### src/rtl/spi_xip_ctrl.sv
// spi_xip_ctrl: APB front end for an SPI master. APB reads inside the flash window run a full
// SPI flash READ (0x03) sequence; other accesses pass through. Optional buffer: SPI_XIP_CACHE_EN.
module spi_xip_ctrl #(
   parameter logic [31:0] FLASH_BASE = 32'h3000_0000,
   parameter logic [31:0] FLASH_END  = 32'h3fff_ffff,
   parameter logic [15:0] SCK_DIV    = 16'd1,
   parameter logic [7:0]  SS_MASK    = 8'h01
) (
   input  logic        clk,
   input  logic        rst,
   input  logic [31:0] in_paddr,
   input  logic        in_psel,
   input  logic        in_penable,
   input  logic        in_pwrite,
   input  logic [31:0] in_pwdata,
   input  logic [3:0]  in_pstrb,
   output logic        in_pready,
   output logic [31:0] in_prdata,
   output logic        in_pslverr,
   output logic [4:0]  spi_adr,
   output logic [31:0] spi_wdata,
   input  logic [31:0] spi_rdata,
   output logic [3:0]  spi_sel,
   output logic        spi_we,
   output logic        spi_stb,
   output logic        spi_cyc,
   input  logic        spi_ack,
   input  logic        spi_err,
   output logic        xip_busy
);

   localparam logic [4:0]  ADR_DATA0 = 5'h00;
   localparam logic [4:0]  ADR_TX1   = 5'h04;
   localparam logic [4:0]  ADR_CTRL  = 5'h10;
   localparam logic [4:0]  ADR_DIV   = 5'h14;
   localparam logic [4:0]  ADR_SS    = 5'h18;
   localparam logic [31:0] CTRL_GO   = 32'h0000_0540;

`ifdef SPI_XIP_CACHE_EN
   localparam int AMSB = 31;
`else
   localparam int AMSB = 23;
`endif

   typedef enum logic [3:0] {
      IDLE, PASS, WR_TX1, WR_TX0, WR_DIV, WR_SS, WR_CTRL, POLL, RD_RX, CLR_SS, RESP
   } state_t;

   state_t        state_q;
   logic          stb_q, we_q, pready_q, pslverr_q, busy_q, err_q;
   logic [4:0]    adr_q;
   logic [3:0]    sel_q;
   logic [31:0]   wdata_q, prdata_q, rx_q;
   logic [AMSB:2] addr_q;

   logic          req, in_window, sub_done, pass_done, hit;
   logic [31:0]   hit_word;
   logic [4:0]    step_adr;
   logic [31:0]   step_wdata;
   logic          step_we;

   assign req       = in_psel & in_penable;
   assign in_window = (in_paddr >= FLASH_BASE) && (in_paddr <= FLASH_END);
   assign sub_done  = stb_q & (spi_ack | spi_err);
   assign pass_done = (state_q == PASS) & sub_done;

   // NOTE: every signal gets a default before the case so no latch is inferred.
   always_comb begin
      step_adr   = ADR_DATA0;
      step_wdata = '0;
      step_we    = 1'b1;
      case (state_q)
         WR_TX1:  begin step_adr = ADR_TX1;  step_wdata = {8'h03, addr_q[23:2], 2'b00}; end
         WR_DIV:  begin step_adr = ADR_DIV;  step_wdata = {16'h0, SCK_DIV}; end
         WR_SS:   begin step_adr = ADR_SS;   step_wdata = {24'h0, SS_MASK}; end
         WR_CTRL: begin step_adr = ADR_CTRL; step_wdata = CTRL_GO; end
         POLL:    begin step_adr = ADR_CTRL; step_we = 1'b0; end
         RD_RX:   step_we  = 1'b0;
         CLR_SS:  step_adr = ADR_SS;
         default: ;
      endcase
   end

   always_ff @(posedge clk) begin
      if (rst) begin
         state_q   <= IDLE;
         stb_q     <= 1'b0;
         we_q      <= 1'b0;
         adr_q     <= '0;
         sel_q     <= '0;
         wdata_q   <= '0;
         pready_q  <= 1'b0;
         pslverr_q <= 1'b0;
         prdata_q  <= '0;
         busy_q    <= 1'b0;
         err_q     <= 1'b0;
         rx_q      <= '0;
         addr_q    <= '0;
      end else begin
         pready_q  <= 1'b0;
         pslverr_q <= 1'b0;
         case (state_q)
            IDLE: if (req) begin
               addr_q <= in_paddr[AMSB:2];
               if (!in_window) begin
                  state_q <= PASS;
                  stb_q   <= 1'b1;
                  adr_q   <= in_paddr[4:0];
                  we_q    <= in_pwrite;
                  wdata_q <= in_pwdata;
                  // reads carry no strobes on APB; the SPI register port needs the full word
                  sel_q   <= in_pwrite ? in_pstrb : 4'hf;
               end else if (in_pwrite || hit) begin
                  state_q   <= RESP;
                  pready_q  <= 1'b1;
                  pslverr_q <= in_pwrite;
                  prdata_q  <= hit ? hit_word : '0;
               end else begin
                  state_q <= WR_TX1;
                  busy_q  <= 1'b1;
                  err_q   <= 1'b0;
               end
            end
            PASS: if (sub_done) begin
               stb_q   <= 1'b0;
               we_q    <= 1'b0;
               state_q <= IDLE;
            end
            RESP: begin
               state_q <= IDLE;
               busy_q  <= 1'b0;
            end
            default: begin
               if (!stb_q) begin
                  stb_q   <= 1'b1;
                  adr_q   <= step_adr;
                  wdata_q <= step_wdata;
                  we_q    <= step_we;
                  sel_q   <= 4'hf;
               end else if (sub_done) begin
                  stb_q <= 1'b0;
                  we_q  <= 1'b0;
                  if (state_q == CLR_SS) begin
                     state_q   <= RESP;
                     pready_q  <= 1'b1;
                     pslverr_q <= err_q | spi_err;
                     prdata_q  <= (err_q | spi_err) ? '0 :
                                  {rx_q[7:0], rx_q[15:8], rx_q[23:16], rx_q[31:24]};
                  end else if (spi_err) begin
                     err_q   <= 1'b1;
                     state_q <= CLR_SS;
                  end else begin
                     case (state_q)
                        WR_TX1:  state_q <= WR_TX0;
                        WR_TX0:  state_q <= WR_DIV;
                        WR_DIV:  state_q <= WR_SS;
                        WR_SS:   state_q <= WR_CTRL;
                        WR_CTRL: state_q <= POLL;
                        POLL:    if (!spi_rdata[8]) state_q <= RD_RX;
                        RD_RX:   begin rx_q <= spi_rdata; state_q <= CLR_SS; end
                        default: state_q <= IDLE;
                     endcase
                  end
               end
            end
         endcase
      end
   end

`ifdef SPI_XIP_CACHE_EN
   logic        buf_valid_q;
   logic [29:0] buf_tag_q;
   logic [31:0] buf_data_q;

   assign hit      = buf_valid_q && (buf_tag_q == in_paddr[31:2]);
   assign hit_word = {buf_data_q[7:0], buf_data_q[15:8], buf_data_q[23:16], buf_data_q[31:24]};

   // NOTE: only the valid bit is reset; tag and data are ignored until valid is set.
   always_ff @(posedge clk) begin
      if (rst) begin
         buf_valid_q <= 1'b0;
      end else if (state_q == IDLE && req && !in_window && in_pwrite) begin
         buf_valid_q <= 1'b0;
      end else if (state_q == RD_RX && sub_done && !spi_err) begin
         buf_valid_q <= 1'b1;
         buf_tag_q   <= addr_q[31:2];
         buf_data_q  <= spi_rdata;
      end
   end
`else
   assign hit      = 1'b0;
   assign hit_word = '0;
`endif

   // pass-through completes combinationally in the SPI ack cycle
   assign in_pready  = pready_q | pass_done;
   assign in_prdata  = pass_done ? spi_rdata : prdata_q;
   assign in_pslverr = pass_done ? spi_err : pslverr_q;
   assign spi_adr    = adr_q;
   assign spi_wdata  = wdata_q;
   assign spi_sel    = sel_q;
   assign spi_we     = we_q;
   assign spi_stb    = stb_q;
   assign spi_cyc    = stb_q;
   assign xip_busy   = busy_q;

endmodule

### config.mk
export PLATFORM = sky130hd
export DESIGN_NAME = spi_xip_ctrl
export DESIGN_NICKNAME = d
export VERILOG_FILES = /design/src/rtl/spi_xip_ctrl.sv
export SDC_FILE = /design/constraint.sdc
export NUM_CORES = 1
export LEC_CHECK = 0
export CORE_ASPECT_RATIO = 0.5
export CORE_MARGIN = 4
export CORE_UTILIZATION = 35
export CTS_CLUSTER_DIAMETER = 60
export DETAILED_ROUTE_END_ITERATION = 8
export PLACE_DENSITY = 0.66
export SYNTH_ARGS = -nofsm -noshare
export SYNTH_HDL_FRONTEND = slang
export SYNTH_SLANG_ARGS = --single-unit
### constraint.sdc
create_clock -name clk -period 6.3 [get_ports clk]
set_input_delay 0.945 -clock clk [delete_from_list [all_inputs] [get_ports clk]]
set_output_delay 0.945 -clock clk [all_outputs]
set_load 0.1 [all_outputs]
==> results.txt <==
The run finished with clean final reports. The tightest min-delay check is of the flop to flop type. The number of detailed-route iterations in the first pass is 5. The hold violation total from the final report came to 0. For this run, global-route usage on met3 was measured as between 4 and 5%. The most crowded layer after global routing is met2. The combined global-route utilization of all metal layers is about 18%. The total power after layout came out at between 0.003 and 0.004 W.

After routing, the total negative slack on setup checks comes to 0 ns. The minimum clock period after layout is around 4.5 ns. By area the synthesized netlist is led by sky130_fd_sc_hd__dfxtp_1 44%, sky130_fd_sc_hd__nand2_1 11%, sky130_fd_sc_hd__mux2i_1 6.7%, sky130_fd_sc_hd__mux2_2 6.6%, sky130_fd_sc_hd__a21oi_1 5.6%.

The area taken by flip-flops and latches came out at ~2700 um2. The max-slew violation count came to 0. The number of global-route vias before repair is 5621.

The cell total after placement came out at 1077. The number of clock sinks seen by CTS came out at ~140. Counting flops with a built-in enable in the synthesized netlist gives 0. Across the run, the number of max-cap violations was 0. The die covers 20240 um2. The count of nets after finishing is between 900 and 1k.

Global routing finished with a remaining overflow of 0. The combined area of the multi-input logic cells came out at ~3200 um2. For this run, the number of Yosys warnings is 0. TritonCTS built the clock tree.

Based on the critical path, the design can be clocked at up to between 200 and 250 MHz. The number of levels the H-tree was split into is 4. The number of inserted filler cells in the final layout is about 1.6k. The clock tree skew after final layout came out at ~0.0072 ns. The static power due to leakage came out at between 3 and 4 nW. The detailed-route vias per instance came out at around 5.2. The clock-pin slew of the registers on the worst-case setup and hold paths is around 0.060 ns. The share of post-route cells with drive strength above 1 is 14.97%.

A synthesized cell averages 8.765 um2. The biggest area contributor in the post-synthesis netlist is sky130_fd_sc_hd__dfxtp_1. After synthesis, the largest area contributor takes up 43.76% of total cell area.

In the synthesized netlist, the number of instances is 715. The wire length of the first global-routing pass came out at about 29 mm. The routability congestion estimate is between 0.8 and 0.9.

After synthesis, the share of flip-flops with an asynchronous set or reset is 0%. The remaining antenna violation count after routing came out at 0. The detailed-route wire length per cell came out at ~17 um. The violation count after the first detailed-routing iteration came out at between 200 and 250.

The number of vias in the routed layout is slightly below 6k. The number of I/O port buffers came out at about 180. The largest net degree at the start of global routing came out at 84. The total core area came out at roughly 17000 um2.

The met1 demand-to-capacity share in global routing is 23.29%. The initialized floorplan defines 34 standard-cell rows. The area overhead of the layout relative to synthesis is 39.57%.

In the synthesized netlist the dominant register cell turns out to be sky130_fd_sc_hd__dfxtp_1. The number of distinct library cells after synthesis came out at 60. The later-pin clock latency in the skew report is ~0.41 ns.

The initial antenna violation count is 0. The final critical-path share of the clock period is 71.34%. The critical path is of the input pin to output pin type. The type of destination of the critical path is an output pin. The overall routed net length came out at ~19 mm. Buffers added to address setup during post-CTS repair amount to 0. The sequential fraction of the synthesis area is 43.76%. The post-synthesis instance area is between 6000 and 7000 um2.

The number of cells in the finished layout apart from fillers came out at 1109. The DRC violation count after routing came out at 0. Synthesis inferred around 140 register bits.

The number of I/O pins came out at approximately 190. The worst-case vdd ir drop is between 200 and 250 uV. The vertical die dimension is a little over 100 um. The number of nets in the synthesized netlist is about 800. The worst pin sits at a relative slew slack of around 22%. The number of setup violations in the final report is 0.

In this run the horizontal extent of the chip is just under 200 um. The antenna diode count is 0. The post-cts hold buffer count is 0.

The quantity of gates resized following cts is 0. The kind of launch point of the worst setup path is an input pin. Setup repair after global routing left no endpoint under its margin. The post-route cell area is 8747 um2. Of all nets on the critical path, the largest fanout is 34. Final hold analysis gives a worst-case slack of between 0.4 and 0.5 ns.

The initial core utilization is 35.85%. The slew of the pin with the lowest slew margin is ~1.2 ns. The deepest clock path buffer count came out at 2. The power per unit of standard cell area is approximately 370 nW/um2. The detailed placer's ending HPWL came out at between 10 and 15 mm. The TritonCTS buffer count is 17. In the synthesized netlist, the cells that appear most often are 192 x sky130_fd_sc_hd__nand2_1, 137 x sky130_fd_sc_hd__dfxtp_1, 70 x sky130_fd_sc_hd__a21oi_1.

For met2 alone, demand over resource in global routing was 30.21%. The data arrival at the endpoint of the critical path came out at approximately 3.6 ns. The endpoint required time on the critical path is 5.35 ns. The instance area after placement is between 8000 and 9000 um2. sky130_fd_sc_hd__nand2_1 is the most common cell in the netlist. The clock tree root driver cell is sky130_fd_sc_hd__clkbuf_16.
critical path: stages:
cell and delay, ns:
sky130_fd_sc_hd__clkdlybuf4s50_1 0.66, sky130_fd_sc_hd__o21ai_0 0.68, sky130_fd_sc_hd__or2_1 0.20, sky130_fd_sc_hd__buf_4 0.38, sky130_fd_sc_hd__mux2_2 0.42, sky130_fd_sc_hd__buf_4 0.24
per-layer routing:
layer | routed length [um] | share of wire (%)
met5 | 0 | 0
met3 | 841 | 4.5
met2 | 8874 | 48
met1 | 8595 | 46
met4 | 255 | 1.4
logic make-up (layout without fill, tap and decap cells):
family                 after synthesis  count (layout)  share of synthesized area, %
flip-flops                         137             137                         43.76
buffers and inverters               70             230                         5.270
multiplexers                        79              79                         13.36
AO/OA/AOI/OAI                      184             184                         20.24
AND/OR/NAND/NOR                    244             244                         17.23
XOR/XNOR                             1               1                        0.1398
cells in the final DEF, fill, tap and decap left out, drive strengths merged, types with 3 or more instances in the layout:
cell / Yosys / layout
nor2: 8 / 8
or2: 3 / 3
nor2b: 5 / 5
a21oi: 71 / 71
inv: 4 / 7
clkinvlp: 0 / 3
o211ai: 23 / 23
a32o: 9 / 9
and3: 3 / 3
nor3: 4 / 4
dfxtp: 137 / 137
buf: 18 / 48
clkdlybuf4s50: 0 / 146
and2: 3 / 3
a22oi: 19 / 19
o21ai: 17 / 17
bufinv: 0 / 5
nand2: 192 / 192
o21a: 5 / 5
clkbuf: 48 / 19
mux2: 37 / 37
mux2i: 42 / 42
o211a: 21 / 21
nand3: 4 / 4
state kept, by name (all words and copies together) (netlist names):
signal	count
addr_q	22
err_q	1
prdata_q	32
pready_q	1
pslverr_q	1
rx_q	32
spi_adr	5
spi_cyc	1
spi_sel	4
spi_wdata	32
spi_we	1
state_q	4
xip_busy	1
per-stage QoR:
| step | utilization (%) | worst slack, ns |
|---|---|---|
| 4_1_cts | 50.03 | 1.817 |
| 2_1_floorplan | - | 2.597 |
| 3_3_place_gp | 46.26 | 1.901 |
| 3_5_place_dp | 46.26 | 1.821 |
| 6_report | 50.03 | 1.806 |
| 5_1_grt | 50.03 | 1.690 |
area by class of cell:
| class | instances | share of cell area [%] |
|---|---|---|
| repair buffers | 194 | 20.80 |
| flip-flops and latches | 137 | 31.37 |
| well taps | 234 | 3.347 |
| clock inverters | 13 | 2.475 |
| clock buffers | 19 | 5.064 |
| multi-input cells | 508 | 36.78 |
| inverters | 4 | 0.1716 |
path summary, 6_finish.rpt:
check | startpoint | to | slack (ns) | cells past startpoint
setup / recovery | spi_err | in_prdata[27] | 1.81 | 6
hold / removal | addr_q[6]$_SDFFE_PP0P_ | addr_q[6]$_SDFFE_PP0P_ | 0.45 | 2
setup reg to reg | state_q[2]$_SDFFE_PP0P_ | spi_adr[4]$_SDFFE_PP0P_ | 3.46 | 6
hold reg to reg | addr_q[6]$_SDFFE_PP0P_ | addr_q[6]$_SDFFE_PP0P_ | 0.45 | 2
power by group:
group | switching, W | internal (W)
clock network | 0.000396 | 0.000719
registers | 0.0000642 | 0.000947
logic | 0.000795 | 0.000322
total | 0.00125 | 0.00199
Note: power is estimated with default switching activity, not from simulation.
